File: config.mk
export PLATFORM = sky130hd
export DESIGN_NAME = uart_cmd_ctrl
export DESIGN_NICKNAME = d
export VERILOG_FILES = /design/src/rtl/uart_cmd_pkg.sv /design/src/rtl/uart_tx_sched.sv /design/src/rtl/uart_cmd_ctrl.sv
export SDC_FILE = /design/constraint.sdc
export NUM_CORES = 1
export LEC_CHECK = 0
export ABC_AREA = 1
export CAP_MARGIN = 5
export CORE_ASPECT_RATIO = 0.8
export CORE_MARGIN = 1
export CORE_UTILIZATION = 54
export CTS_CLUSTER_DIAMETER = 30
export DETAILED_ROUTE_END_ITERATION = 8
export GPL_TIMING_DRIVEN = 1
export PLACE_DENSITY = 0.83
export SLEW_MARGIN = 20
export SYNTH_ARGS = -nofsm -noshare
export SYNTH_HDL_FRONTEND = slang
export SYNTH_SLANG_ARGS = --single-unit
File: constraint.sdc
create_clock -name clk -period 2.32 [get_ports clk]
set_input_delay 0.348 -clock clk [delete_from_list [all_inputs] [get_ports clk]]
set_output_delay 0.348 -clock clk [all_outputs]
set_load 0.01 [all_outputs]
File: src/rtl/uart_cmd_pkg.sv
// Shared definitions for the UART command sequencer.
//   state_e     : FSM states. The parser states live in uart_cmd_ctrl and the
//                 transmit states live in uart_tx_sched.
//   ACK_BYTE    : response to a good frame.
//   NAK_BYTE    : response to a bad frame.
//   HDR_DEFAULT : default frame header byte.
//   CMD_RD_BIT  : bit of the CMD byte that selects read (1) or write (0).
//   csum_ok()   : frame checksum test (CSUM == CMD ^ DATA).
package uart_cmd_pkg;

    typedef enum logic [2:0] {
        IDLE,
        GET_CMD,
        GET_DATA,
        GET_CSUM,
        EXEC,
        TX_START,
        TX_WAIT_HI,
        TX_WAIT_LO
    } state_e;

    localparam logic [7:0] ACK_BYTE    = 8'h06;
    localparam logic [7:0] NAK_BYTE    = 8'h15;
    localparam logic [7:0] HDR_DEFAULT = 8'hA5;
    localparam int         CMD_RD_BIT  = 7;

    function automatic logic csum_ok(input logic [7:0] cmd,
                                     input logic [7:0] data,
                                     input logic [7:0] csum);
        return (cmd ^ data) == csum;
    endfunction

endpackage

File: src/rtl/uart_tx_sched.sv
// Response transmitter for uart_cmd_ctrl. It accepts a one- or two-byte
// response request and feeds the bytes to the UART transmitter through the
// tx_start/tx_busy handshake.
// Ports:
//   clk, rst      : clock and synchronous active-high reset
//   req_i         : one-cycle request; it is sampled only while idle
//   two_i         : 1 = send byte0_i then byte1_i, 0 = send byte0_i only
//   byte0_i/1_i   : response bytes, captured together with req_i
//   tx_busy_i     : transmitter busy
//   tx_data_o     : byte being transmitted; loaded before tx_start_o and held
//   tx_start_o    : one-cycle transmit request
//   done_o        : one-cycle pulse after the last byte has been sent
module uart_tx_sched
    import uart_cmd_pkg::*;
(
    input  logic       clk,
    input  logic       rst,
    input  logic       req_i,
    input  logic       two_i,
    input  logic [7:0] byte0_i,
    input  logic [7:0] byte1_i,
    input  logic       tx_busy_i,
    output logic [7:0] tx_data_o,
    output logic       tx_start_o,
    output logic       done_o
);

    state_e     state_q;
    logic       second_q;
    logic [7:0] byte1_q;
    logic [7:0] tx_data_q;
    logic       tx_start_q;
    logic       done_q;

    always_ff @(posedge clk) begin
        if (rst) begin
            state_q    <= IDLE;
            second_q   <= 1'b0;
            byte1_q    <= 8'h00;
            tx_data_q  <= 8'h00;
            tx_start_q <= 1'b0;
            done_q     <= 1'b0;
        end else begin
            tx_start_q <= 1'b0;
            done_q     <= 1'b0;
            case (state_q)
                IDLE: begin
                    if (req_i) begin
                        // tx_data is loaded here so it is already stable
                        // when tx_start goes out.
                        tx_data_q <= byte0_i;
                        byte1_q   <= byte1_i;
                        second_q  <= two_i;
                        state_q   <= TX_START;
                    end
                end
                TX_START: begin
                    if (!tx_busy_i) begin
                        tx_start_q <= 1'b1;
                        state_q    <= TX_WAIT_HI;
                    end
                end
                TX_WAIT_HI: begin
                    if (tx_busy_i) begin
                        state_q <= TX_WAIT_LO;
                    end
                end
                TX_WAIT_LO: begin
                    if (!tx_busy_i) begin
                        if (second_q) begin
                            second_q  <= 1'b0;
                            tx_data_q <= byte1_q;
                            state_q   <= TX_START;
                        end else begin
                            done_q  <= 1'b1;
                            state_q <= IDLE;
                        end
                    end
                end
                default: state_q <= IDLE;
            endcase
        end
    end

    assign tx_data_o  = tx_data_q;
    assign tx_start_o = tx_start_q;
    assign done_o     = done_q;

endmodule

File: src/rtl/uart_cmd_ctrl.sv
// UART command sequencer. Received bytes are assembled into 4-byte frames
// (HDR, CMD, DATA, CSUM). Each frame is checked, the configuration register
// bank is updated or read, and an ACK/NAK response (plus a data byte for reads)
// is sent through uart_tx_sched.
// Ports:
//   clk, rst            : clock and synchronous active-high reset
//   rx_data, rx_valid   : received byte and its one-cycle strobe
//   tx_busy             : transmitter busy
//   tx_data, tx_start   : byte to transmit and its one-cycle request
//   cfg_regs            : flattened register bank, reg i at [8i+7:8i]
//   cfg_update          : one-cycle pulse after a register has been written
//   cfg_addr            : address of the last register written
// Build option: define UART_CMD_TIMEOUT_EN to abandon a partial frame after
// TIMEOUT_CYC idle cycles between bytes. Without it the parser waits forever.
module uart_cmd_ctrl
    import uart_cmd_pkg::*;
#(
    parameter int         NUM_REGS    = 4,
    parameter logic [7:0] HDR_BYTE    = HDR_DEFAULT,
    parameter int         TIMEOUT_CYC = 50_000_000
) (
    input  logic                  clk,
    input  logic                  rst,
    input  logic [7:0]            rx_data,
    input  logic                  rx_valid,
    input  logic                  tx_busy,
    output logic [7:0]            tx_data,
    output logic                  tx_start,
    output logic [8*NUM_REGS-1:0] cfg_regs,
    output logic                  cfg_update,
    output logic [6:0]            cfg_addr
);

    localparam logic [7:0] NREGS8 = 8'(NUM_REGS);

    if (NUM_REGS < 1 || NUM_REGS > 127 || TIMEOUT_CYC < 2) begin : g_param_check
        $error("uart_cmd_ctrl: illegal NUM_REGS or TIMEOUT_CYC");
    end

    state_e        state_q;
    logic [7:0]    cmd_q;
    logic [7:0]    data_q;
    logic [7:0]    csum_q;
    logic          cfg_update_q;
    logic [6:0]    cfg_addr_q;
    logic          req_q;
    logic          two_q;
    logic [7:0]    byte0_q;
    logic [7:0]    byte1_q;
    logic          tx_done;

    logic [6:0]          addr;
    logic                is_read;
    logic                frame_good;
    logic                exec_write;
    logic [7:0]          rd_byte;
    logic [NUM_REGS-1:0] wr_en;

    assign addr       = cmd_q[6:0];
    assign is_read    = cmd_q[CMD_RD_BIT];
    assign frame_good = csum_ok(cmd_q, data_q, csum_q) && ({1'b0, addr} < NREGS8);
    assign exec_write = (state_q == EXEC) && frame_good && !is_read;

    // Register bank: each register is written only by a good write frame.
    genvar gi;
    generate
        for (gi = 0; gi < NUM_REGS; gi++) begin : g_reg
            logic [7:0] reg_q;
            assign wr_en[gi] = exec_write && (addr == 7'(gi));
            always_ff @(posedge clk) begin
                if (rst) begin
                    reg_q <= 8'h00;
                end else if (wr_en[gi]) begin
                    reg_q <= data_q;
                end
            end
            assign cfg_regs[8*gi +: 8] = reg_q;
        end
    endgenerate

    // Read mux. An out-of-range address reads 0, but that value is never sent
    // because such a frame is answered with a NAK only.
    always_comb begin
        rd_byte = 8'h00;
        for (int i = 0; i < NUM_REGS; i++) begin
            if (addr == 7'(i)) begin
                rd_byte = cfg_regs[8*i +: 8];
            end
        end
    end

`ifdef UART_CMD_TIMEOUT_EN
    localparam int            TMO_W   = $clog2(TIMEOUT_CYC);
    localparam logic [TMO_W-1:0] TMO_MAX = TMO_W'(TIMEOUT_CYC - 1);
    logic [TMO_W-1:0] tmo_q;
`endif

    // Frame parser. TX_START is used here as the wait state that holds the
    // parser while uart_tx_sched sends the response. Bytes received in that
    // state are dropped.
    always_ff @(posedge clk) begin
        if (rst) begin
            state_q      <= IDLE;
            cmd_q        <= 8'h00;
            data_q       <= 8'h00;
            csum_q       <= 8'h00;
            cfg_update_q <= 1'b0;
            cfg_addr_q   <= 7'd0;
            req_q        <= 1'b0;
            two_q        <= 1'b0;
            byte0_q      <= 8'h00;
            byte1_q      <= 8'h00;
`ifdef UART_CMD_TIMEOUT_EN
            tmo_q        <= '0;
`endif
        end else begin
            cfg_update_q <= 1'b0;
            req_q        <= 1'b0;
            case (state_q)
                IDLE: begin
                    if (rx_valid && rx_data == HDR_BYTE) begin
                        state_q <= GET_CMD;
                    end
                end
                GET_CMD: begin
                    if (rx_valid) begin
                        cmd_q   <= rx_data;
                        state_q <= GET_DATA;
                    end
                end
                GET_DATA: begin
                    if (rx_valid) begin
                        data_q  <= rx_data;
                        state_q <= GET_CSUM;
                    end
                end
                GET_CSUM: begin
                    if (rx_valid) begin
                        csum_q  <= rx_data;
                        state_q <= EXEC;
                    end
                end
                EXEC: begin
                    req_q   <= 1'b1;
                    two_q   <= is_read && frame_good;
                    byte0_q <= frame_good ? ACK_BYTE : NAK_BYTE;
                    byte1_q <= rd_byte;
                    if (exec_write) begin
                        cfg_update_q <= 1'b1;
                        cfg_addr_q   <= addr;
                    end
                    state_q <= TX_START;
                end
                TX_START: begin
                    if (tx_done) begin
                        state_q <= IDLE;
                    end
                end
                default: state_q <= IDLE;
            endcase
`ifdef UART_CMD_TIMEOUT_EN
            // Inter-byte gap counter. Reaching the limit abandons the frame
            // without a response. The state assignment here overrides the case
            // above, which cannot advance anyway because no byte arrived.
            if (state_q == GET_CMD || state_q == GET_DATA || state_q == GET_CSUM) begin
                if (rx_valid) begin
                    tmo_q <= '0;
                end else if (tmo_q == TMO_MAX) begin
                    tmo_q   <= '0;
                    state_q <= IDLE;
                end else begin
                    tmo_q <= tmo_q + 1'b1;
                end
            end
`endif
        end
    end

    uart_tx_sched u_tx_sched (
        .clk        (clk),
        .rst        (rst),
        .req_i      (req_q),
        .two_i      (two_q),
        .byte0_i    (byte0_q),
        .byte1_i    (byte1_q),
        .tx_busy_i  (tx_busy),
        .tx_data_o  (tx_data),
        .tx_start_o (tx_start),
        .done_o     (tx_done)
    );

    assign cfg_update = cfg_update_q;
    assign cfg_addr   = cfg_addr_q;

endmodule

Yosys cells after proc, flatten, opt, wreduce, memory -nomap -nowiden
Index checks and enable logic that the tools add are counted.
- bits in registers: 107
- input bits: 12
- output and inout bits: 49
- logic and storage cells: 102
- magnitude comparators: 1
- eq/ne operators: 23
- muxes and demuxes: 28
- bitwise gates (word level): 4
- reductions and logical operators: 26
- operator list (cell ; count):
    $mux 8 ; 7
    $mux 3 ; 10
    $pmux 3 s6 ; 1
    $ne 2x2->1 const B ; 8
    $pmux 8 s2 ; 1
    $eq 3x3->1 const B ; 5
    $eq 7x2->1 const B ; 2
    $pmux 3 s4 ; 1
    $reduce_and 2->1 ; 5
    $logic_and 1x1->1 ; 9
    $eq 8x8->1 ; 1
    $eq 8x8->1 const B ; 1
    $reduce_and 4->1 ; 2
    $xor 8x8->8 ; 1
    $eq 7x1->1 const B ; 1
    $logic_not 7->1 ; 1
    $lt 7x3->1 const B ; 1
    $eq 3x2->1 const B ; 2
    $logic_not 3->1 ; 2
    $mux 1 ; 6
    $mux 5 ; 1
    $reduce_and 5->1 ; 1
    $ne 2x1->1 const B ; 2
    $reduce_or 2->1 ; 2
    other kinds (7) ; 9

Longest topological paths before layout
- depth in word-level cells: 6
- depth in mapped cells: 13
- mapped depth without buffers: 12

Modules after synthesis
A second synthesis with hierarchy kept.
- cells, all modules: 680
- area, all modules: 4758.3 um^2
- modules (own cells, without submodules) (module ; instances ; cells an instance ; area an instance (um^2) ; seq. area each (um^2)):
    uart_cmd_ctrl ; 1 ; 519 ; 3698.5 ; 1601.5
    uart_tx_sched ; 1 ; 161 ; 1059.8 ; 440.4

Worst setup path before layout
No wires, ideal clock.
- kind: flip-flop to flip-flop
- start: register cmd_q[0]
- end: register g_reg[2].reg_q[6]
- library setup time: 113 ps
- arrival: 1529 ps
- required time: 2207 ps
- setup slack: 678 ps
- stages on the path, launching flop included: 12
- buffers on the path: 2
- clock period less this slack: 1642 ps
- path through: dfxtp_1 -> buf_6 -> or2_1 -> nand2_1 -> nand2_1 -> nand2_1 -> nand2_2 -> nor2_4 -> nand4_4 -> buf_6 -> nor2_1 -> nor2_1
- longest elaborated chain between the ends: 6
- elaborated cells between the ends (all ways): 8
- those cells by class: order compare: 1; eq/ne: 2; bitwise: 1; reduce/logical: 4
- RTL lines (element ; line ; text):
    from (decl) ; uart_cmd_ctrl.sv:41 ; logic [7:0] cmd_q;
    from (signal assigned) ; uart_cmd_ctrl.sv:127 ; cmd_q <= rx_data;
    parallel branches: the longest is 5 deep, another holds $lt 7x3->1 ; - ;
    $logic_and 1x1->1 * ; uart_cmd_ctrl.sv:69 ; assign wr_en[gi] = exec_write && (addr == 7'(gi));
    to (signal assigned) ; uart_cmd_ctrl.sv:74 ; reg_q <= data_q;
    to (decl) ; uart_cmd_ctrl.sv:68 ; logic [7:0] reg_q;
Every way passes the cells marked *.
A chain may end at the register's enable or synchronous reset.

Final worst setup path
- start: register data_q[6]
- end: register g_reg[2].reg_q[2]
- longest elaborated chain between the ends: 6
- RTL lines (element ; line ; text):
    from (decl) ; uart_cmd_ctrl.sv:42 ; logic [7:0] data_q;
    from (signal assigned) ; uart_cmd_ctrl.sv:133 ; data_q <= rx_data;
    $xor 8x8->8 ; uart_cmd_pkg.sv:30 ; return (cmd ^ data) == csum;
    $eq 8x8->1 ; uart_cmd_pkg.sv:30 ;
    $logic_and 1x1->1 ; uart_cmd_ctrl.sv:61 ; assign frame_good = csum_ok(cmd_q, data_q, csum_q) && ({1'b0, addr} < NREGS8);
    $logic_and 1x1->1 (2 in series) ; uart_cmd_ctrl.sv:62 ; assign exec_write = (state_q == EXEC) && frame_good && !is_read;
    $logic_and 1x1->1 ; uart_cmd_ctrl.sv:69 ;
No other way between the ends.

==> results.env <==
DRC=0
FINAL-HOLD-VIOLATION-COUNT=0
CLOCK-ROOT-BUFFER='sky130_fd_sc_hd__clkbuf_8'
FIN_CRIT_SH_PCT=82.8
WORST_HOLD_PATH.NUM_CELLS=1
CTS_TREE='done'
CTS_MAX_PATH_BUFFERS=2
VIAS=4160
WL_PER_CELL_UM=13.7
CLOCK_SINK_COUNT=102
GRT_TOTAL_OVFL=0
POWER_LEAKAGE_nW=2.33
ASYNC_SET_RESET_FLOP_SHARE_OUT_OF_SYNTHESIS_PCT=0
VIAS_PER_CELL=5.27
WORSTREGTOREGCELLS=9
SYNTH.TOP_CELLS.BY_COUNT='sky130_fd_sc_hd__nand2_1, sky130_fd_sc_hd__nor2_1, sky130_fd_sc_hd__dfxtp_1'
SYNTH-EDFF-COUNT=0
CRITICAL_PATH_REQUIRED_NS=2.58
PORT-BUFFER-COUNT=60
SYNTHESIS.NETS=636
WORST_R2R_STARTPOINT='data_q[6]'
YOSYS_REGISTER_BITS=102
MAX-CAP-VIOLATIONS=0
YOSYS.CELL_COUNT.TOP_TYPE='sky130_fd_sc_hd__nand2_1'
SETUP_WS_NS=0.398
TIMING.CLOCK.SKEW_NS=0.0142
SYNTH_LARGEST_AREA_CELL='sky130_fd_sc_hd__dfxtp_1'
CRITPATHLAUNCH='data_q[6]'
FINAL_MAX_SLEW_VIOL_COUNT=0
DP_WORST_SETUP_SLACK_NS=0.444
TIGHTESTPINTRANSITION_NS=0.705
SYNTH-MAIN-FF-CELL='sky130_fd_sc_hd__dfxtp_1'
GRT_SETUP_UNREPAIRED='no'
CLK-INSERTION-DELAY-LATE_NS=0.37
HOLDCRITPATHCLASS='flop to flop'
VDD_IR_DROP_MAX_mV=0.478
GRT_MAX_DEGREE=82
CTS_REPAIR_RESIZE_COUNT=0
R2R_SETUP_SLACK_NS=0.40
SYNTHCELLS=624
CTS_HOLD_BUF=0
DIE_WIDTH_UM=103
DRT-TOTAL-WL_UM=10800
TIMING.SETUP.CRITICAL_PATH_CLASS='flop to flop'
START_UTIL_PCT=55.8
POSTSYNTHAREAPERCELL_SQ_UM=7.10
LAYOUT.NETS=689
WORSTPATHARRIVAL_NS=2.18
R2R-END='g_reg[2].reg_q[2]'
DRIVE_GT1_SHARE_PCT=5.13
SYN_AREA_SQ_UM=4430
NETLIST_TOP_CELLS_AREA='sky130_fd_sc_hd__dfxtp_1, sky130_fd_sc_hd__nand2_1, sky130_fd_sc_hd__nor2_1'
GLOBAL_ROUTE_WIRE_LENGTH_BEFORE_REPAIR_UM=17600
IOPINCOUNT=61
CTS_BUFFERS=9
CTS.REPORTEDPATHS.CLKPINSLEW_NS=0.10
YS.WARNINGS.COUNT=0
GROUTE.USAGE.OVERALL_PCT=26.4
CP-START-KIND='flop'
MAX_FREQ_GHz=0.520
FINALSETUPVIOLCOUNT=0
NUMBER_OF_ANTENNA_VIOLATIONS_AT_THE_FIRST_CHECK_IN_GLOBAL_ROUTING=0
WORST_SLEW_MARGIN_REL_PCT=52.6
DIE_Y_UM=83.0
SETUP.WORST_PATH.END_CLASS='flop'
LIBRARY_CELLS_USED_BY_SYNTHESIS=30
DP_HPWL_UM=7670
ENDPOINT='g_reg[2].reg_q[2]'
CTS_POST_SETUP_BUFFERS_INSERTED=0
ANT_NETS=0
ROUTABILITYCONGESTION=0.901
SYNTH-SEQ-AREA-SHARE_PCT=46.1
DIE-AREA_SQ_UM=8580
H-TREE-DEPTH=3
FLOORPLAN.ROWS=29
DETAILEDROUTE.FIRSTPASSITERATIONCOUNT=4
STATUS='finished clean'
MINIMUM_CLOCK_PERIOD_NS=1.92
CRIT_FANOUT=16
INSERTEDDIODECOUNT=0
POWER_PER_CELL_AREA_nW_PER_UM2=648
TOTALNEGATIVESETUPSLACK_NS=0
SYN2LAYOUT_AREA_GROWTH_PCT=19.1
SYNTH_TOP_CELL_AREA_SHARE_PCT=46.1
TIMING.HOLD.WORST.START='u_tx_sched.second_q'
FIRST_GLOBAL_VIAS=3876
CORE_AREA_SQ_UM=7950
DRTITER0DRC=263
through the flow:
stage	power [W]	utilization (%)	hold slack (ns)	std cells	cell area [sq um]
after floorplan	0.00218	-	0.420	624	4430
after global placement	0.00236	64.0	0.439	774	5090
after detailed placement	0.00238	64.0	0.449	774	5090
after CTS	0.00344	66.4	0.468	790	5280
after global routing	0.00358	66.4	0.491	790	5280
final	0.00342	66.4	0.465	790	5280
layout make-up:
class	count	area, sq um
Clock buffer	10	138
Clock inverter	6	52.6
Fill cell	690	2670
Inverter	81	307
Multi-Input combinational cell	416	1940
Sequential cell	102	2040
Tap cell	108	135
Timing Repair Buffer	67	666
how the worst min path moves through the flow:
stage and endpoint:
2_1_floorplan u_tx_sched.done_o, 3_3_place_gp u_tx_sched.done_o, 3_5_place_dp cfg_addr[2], 4_1_cts cfg_addr[2], 5_1_grt u_tx_sched.done_o, 6_report u_tx_sched.done_o
registers in the layout, indices dropped and copies added, names as in the netlist:
register,flops
req_q,1
u_tx_sched.state_q,3
u_tx_sched.tx_data_o,8
state_q,3
byte1_q,8
byte0_q,3
two_q,1
cmd_q,8
u_tx_sched.byte1_q,8
g.reg_q,32
cfg_update,1
cfg_addr,7
data_q,8
u_tx_sched.done_o,1
csum_q,8
u_tx_sched.tx_start_o,1
u_tx_sched.second_q,1
cells by family after synthesis:
family | Yosys count | share of synthesized area (%)
DFF | 102 | 46.1
and+or+nand+nor | 301 | 29.2
buffers and inverters | 106 | 10.2
xor gates and xnor gates | 6 | 1.19
AOI/OAI and AO/OA | 109 | 13.3
cell usage in the layout, fill, tap and decap left out, drive strengths merged:
cell / Yosys / layout
xor2: 3 / 3
buf: 10 / 7
o21ai: 50 / 50
a21oi: 36 / 36
or2: 1 / 1
o211ai: 1 / 1
o22ai: 8 / 8
clkinvlp: 0 / 2
nor2: 110 / 110
nand4: 6 / 6
a31oi: 5 / 5
nand2: 147 / 147
dfxtp: 102 / 102
inv: 80 / 83
nand3: 30 / 30
nor4: 3 / 3
clkinv: 1 / 2
xnor2: 3 / 3
a211oi: 8 / 8
nor3: 4 / 4
clkdlybuf4s50: 0 / 60
o311a: 1 / 1
clkbuf: 15 / 10
per-layer routing:
layer	global-route usage, %	part of all wire (%)
met5	0	0
met4	7.81	1.4
met3	6.73	7.7
met2	41.2	46
met1	35.8	44
where the power goes:
group | switching (W) | internal [W]
clock | 0.000644 | 0.000437
sequential | 0.0000343 | 0.00180
combinational | 0.000311 | 0.000192
critical path: stages, from the launching register on:
cell,delay [ns]
sky130_fd_sc_hd__dfxtp_1,0.57
sky130_fd_sc_hd__nand2_1,0.11
sky130_fd_sc_hd__nand3_1,0.08
sky130_fd_sc_hd__nand2_1,0.07
sky130_fd_sc_hd__nor2_1,0.12
sky130_fd_sc_hd__nand2_1,0.14
sky130_fd_sc_hd__nor2_8,0.22
sky130_fd_sc_hd__nand4_4,0.25
sky130_fd_sc_hd__nor2_1,0.21
sky130_fd_sc_hd__nor2_1,0.07
Note: power is estimated with default switching activity, not from simulation.
